--- src/rtl/gte_writeback_commit_if.sv ---
// Write-back bundle from the GTE compute path plus CPU write port and committed register view.
// master drives the strobes/values; slave (the commit stage) drives the architectural registers.
interface gte_writeback_commit_if;
  logic        i_start;
  logic        i_last;
  logic        i_wrMAC0;
  logic        i_wrIR0;
  logic        i_wrOTZ;
  logic        i_wrMAC13;
  logic        i_wrIR13;
  logic [1:0]  i_sel;
  logic        i_pushX;
  logic        i_pushY;
  logic        i_pushZ;
  logic        i_wrCol;
  logic        i_pushRGB;
  logic [31:0] i_MAC0;
  logic [31:0] i_MAC13;
  logic [15:0] i_IR0;
  logic [15:0] i_IR13;
  logic [15:0] i_OTZV;
  logic [15:0] i_XYV;
  logic [7:0]  i_colV;
  logic [7:0]  i_code;
  logic [18:0] i_updateFlags;
  logic        i_cpuWr;
  logic [4:0]  i_cpuAddr;
  logic [31:0] i_cpuData;

  logic        o_busy;
  logic        o_done;
  logic [31:0] o_FLAG;
  logic [31:0] o_MAC0, o_MAC1, o_MAC2, o_MAC3;
  logic [15:0] o_IR0, o_IR1, o_IR2, o_IR3;
  logic [15:0] o_OTZ;
  logic [31:0] o_SXY0, o_SXY1, o_SXY2;
  logic [15:0] o_SZ0, o_SZ1, o_SZ2, o_SZ3;
  logic [31:0] o_RGB0, o_RGB1, o_RGB2;

  modport master (
    output i_start, i_last, i_wrMAC0, i_wrIR0, i_wrOTZ, i_wrMAC13, i_wrIR13, i_sel,
           i_pushX, i_pushY, i_pushZ, i_wrCol, i_pushRGB, i_MAC0, i_MAC13, i_IR0, i_IR13,
           i_OTZV, i_XYV, i_colV, i_code, i_updateFlags, i_cpuWr, i_cpuAddr, i_cpuData,
    input  o_busy, o_done, o_FLAG, o_MAC0, o_MAC1, o_MAC2, o_MAC3, o_IR0, o_IR1, o_IR2, o_IR3,
           o_OTZ, o_SXY0, o_SXY1, o_SXY2, o_SZ0, o_SZ1, o_SZ2, o_SZ3, o_RGB0, o_RGB1, o_RGB2
  );

  modport slave (
    input  i_start, i_last, i_wrMAC0, i_wrIR0, i_wrOTZ, i_wrMAC13, i_wrIR13, i_sel,
           i_pushX, i_pushY, i_pushZ, i_wrCol, i_pushRGB, i_MAC0, i_MAC13, i_IR0, i_IR13,
           i_OTZV, i_XYV, i_colV, i_code, i_updateFlags, i_cpuWr, i_cpuAddr, i_cpuData,
    output o_busy, o_done, o_FLAG, o_MAC0, o_MAC1, o_MAC2, o_MAC3, o_IR0, o_IR1, o_IR2, o_IR3,
           o_OTZ, o_SXY0, o_SXY1, o_SXY2, o_SZ0, o_SZ1, o_SZ2, o_SZ3, o_RGB0, o_RGB1, o_RGB2
  );
endinterface

--- src/rtl/gte_writeback_commit.sv ---
// GTE register commit stage: FLAG accumulation, MAC/IR/OTZ commit, SXY/SZ/RGB FIFOs,
// instruction start/last/done framing and CPU direct-write arbitration. All commits land next cycle.
module gte_writeback_commit (
  input  logic i_clk,
  input  logic i_rst,
  gte_writeback_commit_if.slave bus
);

  typedef enum logic [1:0] {IDLE, BUSY, DONE} state_e;

  state_e      state_q;
  logic [18:0] flag_q, flag_d;
  logic [31:0] mac_q [4];
  logic [31:0] mac_d [4];
  logic [15:0] ir_q [4];
  logic [15:0] ir_d [4];
  logic [15:0] otz_q, otz_d;
  logic [15:0] stagex_q, stagex_d;
  logic [31:0] sxy_q [3];
  logic [31:0] sxy_d [3];
  logic [15:0] sz_q [4];
  logic [15:0] sz_d [4];
  logic [7:0]  col_q [3];
  logic [7:0]  col_d [3];
  logic [31:0] rgb_q [3];
  logic [31:0] rgb_d [3];
  logic        cpu_ok;
  logic [15:0] x_byp;
  logic [7:0]  col_byp [3];

  // CPU may only write when no instruction is in flight or being framed this cycle.
  assign cpu_ok = (state_q == IDLE) && !bus.i_start;

  always_ff @(posedge i_clk) begin
    if (i_rst) begin
      state_q <= IDLE;
    end else begin
      case (state_q)
        IDLE: if (bus.i_start) state_q <= bus.i_last ? DONE : BUSY;
        BUSY: if (bus.i_last) state_q <= DONE;
        DONE: begin
          if (bus.i_start) state_q <= bus.i_last ? DONE : BUSY;
          else             state_q <= IDLE;
        end
        default: state_q <= IDLE;
      endcase
    end
  end

  always_comb begin
    flag_d   = (bus.i_start ? 19'd0 : flag_q) | bus.i_updateFlags;
    mac_d    = mac_q;
    ir_d     = ir_q;
    otz_d    = otz_q;
    sxy_d    = sxy_q;
    sz_d     = sz_q;
    rgb_d    = rgb_q;
    x_byp    = bus.i_pushX ? bus.i_XYV : stagex_q;
    stagex_d = x_byp;
    col_byp  = col_q;

    if (bus.i_wrMAC0) mac_d[0] = bus.i_MAC0;
    if (bus.i_wrIR0)  ir_d[0]  = bus.i_IR0;
    if (bus.i_wrOTZ)  otz_d    = bus.i_OTZV;
    if (bus.i_wrMAC13 && bus.i_sel != 2'd0) mac_d[bus.i_sel] = bus.i_MAC13;
    if (bus.i_wrIR13 && bus.i_sel != 2'd0)  ir_d[bus.i_sel]  = bus.i_IR13;

    if (bus.i_pushY) begin
      sxy_d[0] = sxy_q[1];
      sxy_d[1] = sxy_q[2];
      sxy_d[2] = {bus.i_XYV, x_byp};
    end

    if (bus.i_pushZ) begin
      sz_d[0] = sz_q[1];
      sz_d[1] = sz_q[2];
      sz_d[2] = sz_q[3];
      sz_d[3] = bus.i_OTZV;
    end

    // Channel written this cycle is forwarded into a coincident push.
    if (bus.i_wrCol && bus.i_sel != 2'd0) col_byp[bus.i_sel - 2'd1] = bus.i_colV;
    col_d = col_byp;
    if (bus.i_pushRGB) begin
      rgb_d[0] = rgb_q[1];
      rgb_d[1] = rgb_q[2];
      rgb_d[2] = {bus.i_code, col_byp[2], col_byp[1], col_byp[0]};
    end

    // Register addresses are laid out so the low two bits give the slot index.
    if (bus.i_cpuWr && cpu_ok) begin
      case (bus.i_cpuAddr)
        5'd7:                      otz_d = bus.i_cpuData[15:0];
        5'd8, 5'd9, 5'd10, 5'd11:  ir_d[bus.i_cpuAddr[1:0]] = bus.i_cpuData[15:0];
        5'd12, 5'd13, 5'd14:       sxy_d[bus.i_cpuAddr[1:0]] = bus.i_cpuData;
        5'd15: begin
          sxy_d[0] = sxy_q[1];
          sxy_d[1] = sxy_q[2];
          sxy_d[2] = bus.i_cpuData;
        end
        5'd16, 5'd17, 5'd18, 5'd19: sz_d[bus.i_cpuAddr[1:0]] = bus.i_cpuData[15:0];
        5'd20, 5'd21, 5'd22:        rgb_d[bus.i_cpuAddr[1:0]] = bus.i_cpuData;
        5'd24, 5'd25, 5'd26, 5'd27: mac_d[bus.i_cpuAddr[1:0]] = bus.i_cpuData;
        default: ;
      endcase
    end
  end

  always_ff @(posedge i_clk) begin
    if (i_rst) begin
      flag_q   <= '0;
      mac_q    <= '{default: '0};
      ir_q     <= '{default: '0};
      otz_q    <= '0;
      stagex_q <= '0;
      sxy_q    <= '{default: '0};
      sz_q     <= '{default: '0};
      col_q    <= '{default: '0};
      rgb_q    <= '{default: '0};
    end else begin
      flag_q   <= flag_d;
      mac_q    <= mac_d;
      ir_q     <= ir_d;
      otz_q    <= otz_d;
      stagex_q <= stagex_d;
      sxy_q    <= sxy_d;
      sz_q     <= sz_d;
      col_q    <= col_d;
      rgb_q    <= rgb_d;
    end
  end

  // flag_q[i] holds FLAG[i+12]; summary covers FLAG[30:23] and FLAG[18:13].
  assign bus.o_FLAG = {(|flag_q[18:11]) | (|flag_q[6:1]), flag_q, 12'd0};
  assign bus.o_busy = (state_q == BUSY) || bus.i_start;
  assign bus.o_done = (state_q == DONE);
  assign bus.o_MAC0 = mac_q[0];
  assign bus.o_MAC1 = mac_q[1];
  assign bus.o_MAC2 = mac_q[2];
  assign bus.o_MAC3 = mac_q[3];
  assign bus.o_IR0  = ir_q[0];
  assign bus.o_IR1  = ir_q[1];
  assign bus.o_IR2  = ir_q[2];
  assign bus.o_IR3  = ir_q[3];
  assign bus.o_OTZ  = otz_q;
  assign bus.o_SXY0 = sxy_q[0];
  assign bus.o_SXY1 = sxy_q[1];
  assign bus.o_SXY2 = sxy_q[2];
  assign bus.o_SZ0  = sz_q[0];
  assign bus.o_SZ1  = sz_q[1];
  assign bus.o_SZ2  = sz_q[2];
  assign bus.o_SZ3  = sz_q[3];
  assign bus.o_RGB0 = rgb_q[0];
  assign bus.o_RGB1 = rgb_q[1];
  assign bus.o_RGB2 = rgb_q[2];

  // The sequencer never stages and commits an SXY pair in the same cycle.
  assert property (@(posedge i_clk) disable iff (i_rst) !(bus.i_pushX && bus.i_pushY));

endmodule

--- src/flat_wrapper.sv ---
// flat-port wrapper written by rule: the top's interface ports become plain ports
module gte_writeback_commit_flat 
  (i_clk, i_rst, bus_i_start, bus_i_last, bus_i_wrMAC0, bus_i_wrIR0, bus_i_wrOTZ, bus_i_wrMAC13, bus_i_wrIR13, bus_i_sel, bus_i_pushX, bus_i_pushY, bus_i_pushZ, bus_i_wrCol, bus_i_pushRGB, bus_i_MAC0, bus_i_MAC13, bus_i_IR0, bus_i_IR13, bus_i_OTZV, bus_i_XYV, bus_i_colV, bus_i_code, bus_i_updateFlags, bus_i_cpuWr, bus_i_cpuAddr, bus_i_cpuData, bus_o_busy, bus_o_done, bus_o_FLAG, bus_o_MAC0, bus_o_MAC1, bus_o_MAC2, bus_o_MAC3, bus_o_IR0, bus_o_IR1, bus_o_IR2, bus_o_IR3, bus_o_OTZ, bus_o_SXY0, bus_o_SXY1, bus_o_SXY2, bus_o_SZ0, bus_o_SZ1, bus_o_SZ2, bus_o_SZ3, bus_o_RGB0, bus_o_RGB1, bus_o_RGB2);
  gte_writeback_commit_if bus_i ();
  input  logic i_clk;
  input  logic i_rst;
  input wire logic [$bits(bus_i.i_start)-1:0] bus_i_start;
  input wire logic [$bits(bus_i.i_last)-1:0] bus_i_last;
  input wire logic [$bits(bus_i.i_wrMAC0)-1:0] bus_i_wrMAC0;
  input wire logic [$bits(bus_i.i_wrIR0)-1:0] bus_i_wrIR0;
  input wire logic [$bits(bus_i.i_wrOTZ)-1:0] bus_i_wrOTZ;
  input wire logic [$bits(bus_i.i_wrMAC13)-1:0] bus_i_wrMAC13;
  input wire logic [$bits(bus_i.i_wrIR13)-1:0] bus_i_wrIR13;
  input wire logic [$bits(bus_i.i_sel)-1:0] bus_i_sel;
  input wire logic [$bits(bus_i.i_pushX)-1:0] bus_i_pushX;
  input wire logic [$bits(bus_i.i_pushY)-1:0] bus_i_pushY;
  input wire logic [$bits(bus_i.i_pushZ)-1:0] bus_i_pushZ;
  input wire logic [$bits(bus_i.i_wrCol)-1:0] bus_i_wrCol;
  input wire logic [$bits(bus_i.i_pushRGB)-1:0] bus_i_pushRGB;
  input wire logic [$bits(bus_i.i_MAC0)-1:0] bus_i_MAC0;
  input wire logic [$bits(bus_i.i_MAC13)-1:0] bus_i_MAC13;
  input wire logic [$bits(bus_i.i_IR0)-1:0] bus_i_IR0;
  input wire logic [$bits(bus_i.i_IR13)-1:0] bus_i_IR13;
  input wire logic [$bits(bus_i.i_OTZV)-1:0] bus_i_OTZV;
  input wire logic [$bits(bus_i.i_XYV)-1:0] bus_i_XYV;
  input wire logic [$bits(bus_i.i_colV)-1:0] bus_i_colV;
  input wire logic [$bits(bus_i.i_code)-1:0] bus_i_code;
  input wire logic [$bits(bus_i.i_updateFlags)-1:0] bus_i_updateFlags;
  input wire logic [$bits(bus_i.i_cpuWr)-1:0] bus_i_cpuWr;
  input wire logic [$bits(bus_i.i_cpuAddr)-1:0] bus_i_cpuAddr;
  input wire logic [$bits(bus_i.i_cpuData)-1:0] bus_i_cpuData;
  output wire logic [$bits(bus_i.o_busy)-1:0] bus_o_busy;
  output wire logic [$bits(bus_i.o_done)-1:0] bus_o_done;
  output wire logic [$bits(bus_i.o_FLAG)-1:0] bus_o_FLAG;
  output wire logic [$bits(bus_i.o_MAC0)-1:0] bus_o_MAC0;
  output wire logic [$bits(bus_i.o_MAC1)-1:0] bus_o_MAC1;
  output wire logic [$bits(bus_i.o_MAC2)-1:0] bus_o_MAC2;
  output wire logic [$bits(bus_i.o_MAC3)-1:0] bus_o_MAC3;
  output wire logic [$bits(bus_i.o_IR0)-1:0] bus_o_IR0;
  output wire logic [$bits(bus_i.o_IR1)-1:0] bus_o_IR1;
  output wire logic [$bits(bus_i.o_IR2)-1:0] bus_o_IR2;
  output wire logic [$bits(bus_i.o_IR3)-1:0] bus_o_IR3;
  output wire logic [$bits(bus_i.o_OTZ)-1:0] bus_o_OTZ;
  output wire logic [$bits(bus_i.o_SXY0)-1:0] bus_o_SXY0;
  output wire logic [$bits(bus_i.o_SXY1)-1:0] bus_o_SXY1;
  output wire logic [$bits(bus_i.o_SXY2)-1:0] bus_o_SXY2;
  output wire logic [$bits(bus_i.o_SZ0)-1:0] bus_o_SZ0;
  output wire logic [$bits(bus_i.o_SZ1)-1:0] bus_o_SZ1;
  output wire logic [$bits(bus_i.o_SZ2)-1:0] bus_o_SZ2;
  output wire logic [$bits(bus_i.o_SZ3)-1:0] bus_o_SZ3;
  output wire logic [$bits(bus_i.o_RGB0)-1:0] bus_o_RGB0;
  output wire logic [$bits(bus_i.o_RGB1)-1:0] bus_o_RGB1;
  output wire logic [$bits(bus_i.o_RGB2)-1:0] bus_o_RGB2;
  assign bus_i.i_start = bus_i_start;
  assign bus_i.i_last = bus_i_last;
  assign bus_i.i_wrMAC0 = bus_i_wrMAC0;
  assign bus_i.i_wrIR0 = bus_i_wrIR0;
  assign bus_i.i_wrOTZ = bus_i_wrOTZ;
  assign bus_i.i_wrMAC13 = bus_i_wrMAC13;
  assign bus_i.i_wrIR13 = bus_i_wrIR13;
  assign bus_i.i_sel = bus_i_sel;
  assign bus_i.i_pushX = bus_i_pushX;
  assign bus_i.i_pushY = bus_i_pushY;
  assign bus_i.i_pushZ = bus_i_pushZ;
  assign bus_i.i_wrCol = bus_i_wrCol;
  assign bus_i.i_pushRGB = bus_i_pushRGB;
  assign bus_i.i_MAC0 = bus_i_MAC0;
  assign bus_i.i_MAC13 = bus_i_MAC13;
  assign bus_i.i_IR0 = bus_i_IR0;
  assign bus_i.i_IR13 = bus_i_IR13;
  assign bus_i.i_OTZV = bus_i_OTZV;
  assign bus_i.i_XYV = bus_i_XYV;
  assign bus_i.i_colV = bus_i_colV;
  assign bus_i.i_code = bus_i_code;
  assign bus_i.i_updateFlags = bus_i_updateFlags;
  assign bus_i.i_cpuWr = bus_i_cpuWr;
  assign bus_i.i_cpuAddr = bus_i_cpuAddr;
  assign bus_i.i_cpuData = bus_i_cpuData;
  assign bus_o_busy = bus_i.o_busy;
  assign bus_o_done = bus_i.o_done;
  assign bus_o_FLAG = bus_i.o_FLAG;
  assign bus_o_MAC0 = bus_i.o_MAC0;
  assign bus_o_MAC1 = bus_i.o_MAC1;
  assign bus_o_MAC2 = bus_i.o_MAC2;
  assign bus_o_MAC3 = bus_i.o_MAC3;
  assign bus_o_IR0 = bus_i.o_IR0;
  assign bus_o_IR1 = bus_i.o_IR1;
  assign bus_o_IR2 = bus_i.o_IR2;
  assign bus_o_IR3 = bus_i.o_IR3;
  assign bus_o_OTZ = bus_i.o_OTZ;
  assign bus_o_SXY0 = bus_i.o_SXY0;
  assign bus_o_SXY1 = bus_i.o_SXY1;
  assign bus_o_SXY2 = bus_i.o_SXY2;
  assign bus_o_SZ0 = bus_i.o_SZ0;
  assign bus_o_SZ1 = bus_i.o_SZ1;
  assign bus_o_SZ2 = bus_i.o_SZ2;
  assign bus_o_SZ3 = bus_i.o_SZ3;
  assign bus_o_RGB0 = bus_i.o_RGB0;
  assign bus_o_RGB1 = bus_i.o_RGB1;
  assign bus_o_RGB2 = bus_i.o_RGB2;
  gte_writeback_commit u_core (.i_clk(i_clk), .i_rst(i_rst), .bus(bus_i));
endmodule
--- config.mk ---
export PLATFORM = sky130hd
export DESIGN_NAME = gte_writeback_commit_flat
export DESIGN_NICKNAME = d
export VERILOG_FILES = /design/src/rtl/gte_writeback_commit_if.sv /design/src/rtl/gte_writeback_commit.sv /design/src/flat_wrapper.sv
export SDC_FILE = /design/constraint.sdc
export NUM_CORES = 1
export LEC_CHECK = 0
export ABC_AREA = 0
export BUFFER_PORTS_ARGS = -buffer_cell sky130_fd_sc_hd__buf_2
export CELL_PAD_IN_SITES_DETAIL_PLACEMENT = 1
export CELL_PAD_IN_SITES_GLOBAL_PLACEMENT = 2
export CORE_AREA = 2 2 278 280
export DETAILED_ROUTE_END_ITERATION = 8
export DIE_AREA = 0 0 280 282
export HOLD_SLACK_MARGIN = 0.15
export PLACE_DENSITY_LB_ADDON = 0.12
export SLEW_MARGIN = 20
export SYNTH_ARGS = -nofsm -noshare
export SYNTH_HDL_FRONTEND = slang
export SYNTH_SLANG_ARGS = --single-unit
export TNS_END_PERCENT = 5
--- constraint.sdc ---
create_clock -name i_clk -period 4.92 [get_ports i_clk]
set_clock_uncertainty 0.05 [all_clocks]
set_input_delay 0 -clock i_clk [delete_from_list [all_inputs] [get_ports i_clk]]
set_output_delay 0 -clock i_clk [all_outputs]
set_load 0.1 [all_outputs]
# Yosys cells after proc, flatten, opt, wreduce, memory -nomap -nowiden
# Index checks and enable logic that the tools add are counted.
word_totals:
  register_bits: 525
  latchBits: 0
  ram_bits: 0
  mem_bits_ro: 0
  input_bits: 217
  out_inout_bits: 498
  elab_cells: 127
  mem_count: 0
op_classes:
  n_addsub: 1
  multipliers: 0
  div: 0
  n_lt_le_gt_ge: 6
  eq_ne: 24
  shifts: 0
  mux: 46
  n_bitwise: 5
  n_reduce_logical: 20
op_table:
  columns: ["cell", "count"]
  rows:
  - ["2-to-1 mux 96 bit", 5]
  - ["2-to-1 mux 128 bit", 3]
  - ["2-to-1 mux 64 bit", 6]
  - ["bitwise mux 128 bit", 2]
  - ["bitwise mux 64 bit", 3]
  - ["bitwise mux 96 bit", 2]
  - ["case mux 96 bit (2 select lines)", 1]
  - ["demux 32 bit (select 2 bit)", 2]
  - ["2-to-1 mux 16 bit", 7]
  - ["2-to-1 mux 32 bit", 3]
  - ["demux 16 bit (select 2 bit)", 2]
  - ["equality test 5 bit, second input constant", 11]
  - ["equality test 5 x 4 -> 1 bit, second input constant", 8]
  - ["bitwise mux 24 bit", 1]
  - ["2-to-1 mux 24 bit", 1]
  - ["2-to-1 mux 19 bit", 1]
  - ["bitwise OR 19 bit", 1]
  - ["demux 8 bit (select 2 bit)", 1]
  - ["OR reduction 4 bit", 3]
  - [">= comparator 3 bit, second input constant", 3]
  - ["less-than comparator 3 x 1 -> 1 bit, second input constant", 3]
  - ["inverter 2 -> 3 bit", 3]
  - ["logical AND 1 bit", 8]
  - ["2-to-1 mux 2 bit", 4]
  - ["other kinds (16)", 18]

# Longest topological paths before layout
logic_depth:
  word_depth: 12
  depth_mapped: 9

# Least setup slack after synthesis
# No wires, ideal clock.
synth_timing:
  kind: "register to output"
  from: "reg u_core.flag_q[15]"
  to: "out bus_o_FLAG[31]"
  arrival_time_ps: 1962
  required_ps: 4870
  setup_slack_ps: 2908
  path_stages_with_launch: 3
  n_path_buf: 0
  path_cell_list: "dfxtp_1 nor4_1 nand4_1"
synth_between:
  elab_chain_len: 2
synth_lines:
  columns: ["item", "line", "source"]
  rows:
  - ["from (decl)", "gte_writeback_commit.sv:12", "logic [18:0] flag_q, flag_d;"]
  - ["from (signal assigned)", "gte_writeback_commit.sv:121", "flag_q <= flag_d;"]
  - ["OR reduction 8 bit", "gte_writeback_commit.sv:134", "assign bus.o_FLAG = {(|flag_q[18:11]) | (|flag_q[6:1]), flag_q, 12'd0};"]
  - ["bitwise OR 1 bit", "gte_writeback_commit.sv:134", null]
  - ["to (decl)", "flat_wrapper.sv:34", "output wire logic [$bits(bus_i.o_FLAG)-1:0] bus_o_FLAG;"]
# Every way passes these cells.

# Worst setup path in the final report
layout_timing:
  from: "in bus_i_cpuAddr[1]"
  to: "reg u_core.sxy_q, in the netlist u_core.bus.o_SXY2[15]"
layout_between:
  elab_chain_len: 8
  elab_cells_between_ends: 14
  classes_between: "2 x order compare; 4 x eq/ne; 5 x mux; 1 x bitwise; 2 x reduce/logical"
layout_lines:
  columns: ["item", "line", "source"]
  rows:
  - ["from (decl)", "flat_wrapper.sv:30", "input wire logic [$bits(bus_i.i_cpuAddr)-1:0] bus_i_cpuAddr;"]
  - ["inverter 2 -> 3 bit (not written as such)", "gte_writeback_commit.sv:95", "5'd12, 5'd13, 5'd14: sxy_d[bus.i_cpuAddr[1:0]] = bus.i_cpuData;"]
  - [">= comparator 3 bit (not written as such) / less-than comparator 3 x 1 -> 1 bit (equally long branches)", "gte_writeback_commit.sv:95", null]
  - ["logical AND 1 bit (not written as such)", "gte_writeback_commit.sv:95", null]
  - ["2-to-1 mux 32 bit (not written as such)", "gte_writeback_commit.sv:95", null]
  - ["demux 32 bit (select 2 bit)", "gte_writeback_commit.sv:95", null]
  - ["bitwise mux 96 bit", "gte_writeback_commit.sv:95", null]
  - ["case mux 96 bit (2 select lines) *", "gte_writeback_commit.sv:92", "case (bus.i_cpuAddr)"]
  - ["2-to-1 mux 96 bit *", "gte_writeback_commit.sv:91", "if (bus.i_cpuWr && cpu_ok) begin"]
  - ["to (signal assigned)", "gte_writeback_commit.sv:126", "sxy_q <= sxy_d;"]
  - ["to (decl)", "gte_writeback_commit.sv:19", "logic [31:0] sxy_q [3];"]
# Every way passes the cells marked *; elsewhere a longest branch is shown, timed or not.
# A chain may end at the register's enable or synchronous reset.

==> key figures <==
Timing
  – Final setup viols: 0
  – Rel. slew slack: 26.01%
  – Total negative slack: 0 ns
  – Max Freq: 315.0 MHz
  – RSZ-0062 raised after global routing: false
  – Tmin final: 3.174 ns
  – Slew Limit Fails: 0
  – Fin. Hold Viols: 0
  – Fin crit share: 64.52%
  – Slew at the pin with the worst max-slew slack: 1.110 ns

Logic synthesis
  – Number of synthesis warnings: 0
  – Seq/Total Area, Yosys: 44.75%
  – Synth cell types: 40
  – Simple-gate share of the synthesized area: 12.82%
  – Adder-cell share of the synthesized area: 0%
  – Mux cell area share after synthesis: 17.77%
  – Largest family of logic cells by synthesized area: compound AO/OA/AOI/OAI gates
  – Cell count after synthesis: 2,570
  – Compound-Gate Fraction of Synth Area: 19.21%
  – Synthesized cell area: 23,490 sq um
  – #FFs+latches synth: 525
  – Post-Synth XOR/XNOR Area: 0%
  – Mapped Avg Cell Area: 9.140 sq um

Global routing
  – Antenna violations before repair: 7
  – First-pass GRT wire length: 163.8 mm
  – M3 GR Usage: 6.571%
  – All-Layer GR Usage: 27.20%
  – Largest net degree at the start of global routing: 159
  – Gr busiest metal: met2
  – Grt met1 use: 32.40%
  – Total grt overflow: 0
  – Vias in the first global route: 24,870
  – Met2 Resource Use GR: 47.04%

Floorplanning
  – Row count: 101
  – Io pins: 715
  – Die W: 280 um
  – Die ar.: 78,960 sq um
  – Starting density of the core: 31.03%
  – Die Y: 282 um
  – Core Area: 75,700 sq um

Setup path
  – Arrival time worst endpoint: 3.61 ns
  – CP max FO: 85
  – CP max stage delay: 1.05 ns
  – Crit path buffers/inverters: 4
  – Startpoint Class: primary input
  – Critical path required time: 5.35 ns
  – Critical-path cell with the highest stage delay: nand3_2
  – Worst setup EP type: register
  – Critical Path, Cell by Cell: dlygate4sd3_1, buf_4, buf_4, nand3_2, o211ai_1, a21oi_1, dlygate4sd3_1
  – Crit Path Category: in -> reg
  – CP top delay family: buffers and inverters

Pwr
  – Maximum vdd drop: 0.1916 mV
  – Switching part of the total power: 34.48%
  – Total power draw: 12.10 mW
  – P_sw: 4.172 mW
  – Logic pwr share: 22.7%
  – Sequential Power Share: 37.9%
  – Leak: 15.69 nW
  – P_int: 7.927 mW
  – Pwr Density: 357.3 nW/um^2
  – Clock power frac: 39.3%

Clock tree
  – CTS buffer count: 66
  – Post-cts sizing count: 0
  – Clock Root Buffer: clkbuf_16
  – Clock transition at path regs: 0.06 ns
  – CTS tree: built
  – Clock Sinks: 525
  – CTS Buffer Depth: 3
  – Latest clock arrival within the worst-skew pair: 0.60 ns
  – Hold buffer count at CTS: 438
  – Setup Buffers After CTS: 0
  – H-tree levels: 3

Run
  – Max Cap Viol: 0

Routing
  – DR vias: 23,960
  – Post-Route WL: 111.1 mm
  – Initial DRC count: 1,354
  – Remaining DRCs: 0
  – Wirelength per Cell: 24.41 um
  – Final ANT Viol Nets: 0
  – Via count normalized by instance count: 5.266
  – DR pass1 iterations: 5

Final layout
  – Most frequent cells in the layout: buf_2, dfxtp_1, nor2_1, dlygate4sd3_1, mux2i_1
  – Final design area excluding fillers: 33,860 sq um
  – Commonest non-fill, non-tap cell in the layout: buf_2
  – Share of cells above drive strength 1: 24.43%
  – Final core utilization: 44.73%
  – Nets@finish: 3,743
  – Area Growth Syn to Fin: 44.15%

Status
  – Run status: complete, no violations

Place
  – Placer Congestion: 0.8330
  – Final HPWL DP: 73.59 mm
  – IO Port Bufs: 702
  – Placed inst area: 27,380 sq um

Worst hold path
  – Hold crit path type: in -> reg
## per-stage QoR
stage / std cells / hold slack, ns / setup WS (ns)
final: 4550 / 0.2001 / 1.746
after global routing: 4550 / 0.2097 / 1.445
after CTS: 4547 / 0.1642 / 1.792
after detailed placement: 3997 / 0.1442 / 2.282
after global placement: 3997 / 0.1313 / 2.373
after floorplan: 2581 / 0.02847 / 2.908
## final timing paths
kind,startpoint,to,slack (ns),cells after the start
worst max-delay path,bus_i_cpuAddr[1],u_core.bus.o_SXY2[15],1.75,7
worst max register to register,u_core.state_q[1],u_core.bus.o_SXY2[15],1.83,6
worst min-delay path,bus_i_sel[0],u_core.bus.o_IR3[2],0.20,5
worst min register to register,u_core.col_q[9],u_core.col_q[9],0.44,2
## metal layers
layer	up-vias	wire length [um]
met5	-	64
met2	628	54630
met1	11920	45510
met4	10	4476
li1	11190	-
met3	214	6375
## kinds of logic after synthesis
kind of cell | after synthesis
compound gates | 600
buf+inv | 306
flops | 525
mux | 416
other cells | 1
simple gates | 722
## flip-flops by register name, summed over array words and instances (netlist names), 19 cells and up
| register | count |
|---|---|
| u_core.bus.o_MAC3 | 32 |
| u_core.flag_q | 19 |
| u_core.bus.o_SXY0 | 32 |
| u_core.bus.o_RGB2 | 32 |
| u_core.bus.o_RGB0 | 32 |
| u_core.bus.o_RGB1 | 32 |
| u_core.bus.o_SXY2 | 32 |
| u_core.bus.o_MAC1 | 32 |
| u_core.bus.o_MAC2 | 32 |
| u_core.bus.o_MAC0 | 32 |
| u_core.col_q | 24 |
| u_core.bus.o_SXY1 | 32 |
## worst register-to-register path: stages (launching register included)
cell	delay (ns)
dfxtp_1	0.34
nor4b_2	0.29
buf_4	0.31
nand3_2	0.84
o211ai_1	0.45
a21oi_1	0.11
dlygate4sd3_1	0.60
## Yosys cell counts (all sizes together)
| cell type | n | area, sq um |
|---|---|---|
| dfxtp | 525 | 10510 |
| nor2 | 488 | 1832 |
| mux2i | 408 | 4084 |
| a211oi | 375 | 2815 |
| clkbuf | 185 | 694.4 |
| buf | 117 | 569.3 |
| nand2 | 104 | 390.4 |
| nand3 | 71 | 375.4 |
| a21oi | 57 | 285.3 |
| a311oi | 48 | 420.4 |
| nor2b | 37 | 231.5 |
| a22oi | 26 | 195.2 |
| o22a | 26 | 227.7 |
| a2111oi | 16 | 140.1 |
| a31o | 16 | 140.1 |
| o211ai | 16 | 120.1 |
| a211o | 8 | 70.07 |
| mux2 | 8 | 90.09 |
| o21ai | 6 | 30.03 |
| o221a | 6 | 67.56 |
| nor4 | 4 | 40.04 |
| and3b | 3 | 26.28 |
| inv | 3 | 11.26 |
| nand3b | 3 | 22.52 |
| nor3b | 3 | 22.52 |
| and3 | 2 | 12.51 |
| nand2b | 2 | 12.51 |
| and2 | 1 | 6.260 |
| clkinv | 1 | 3.750 |
| conb | 1 | 3.750 |
| nand4 | 1 | 6.260 |
| nor3 | 1 | 10.01 |
| nor4b | 1 | 8.760 |
| or4b | 1 | 13.76 |
## power groups by stage
stage	Sequential, mW	Combinational (mW)	Clock (mW)
CTS	4.59	2.75	4.86
global route	4.61	2.86	5.04
global placement	4.67	2.45	0
detailed placement	4.67	2.47	0
floorplan	5.88	0.663	0
finish	4.59	2.75	4.76
## final cells by class
type / count / area (sq um)
Tap cell: 978 / 1224
Sequential cell: 525 / 10510
Clock buffer: 104 / 2016
Clock inverter: 8 / 51.30
Multi-Input combinational cell: 1750 / 11790
Inverter: 4 / 15.01
Fill cell: 8718 / 41840
Timing Repair Buffer: 1179 / 8245
Antenna cell: 2 / 5.005
(Power assumes the default switching activity.)
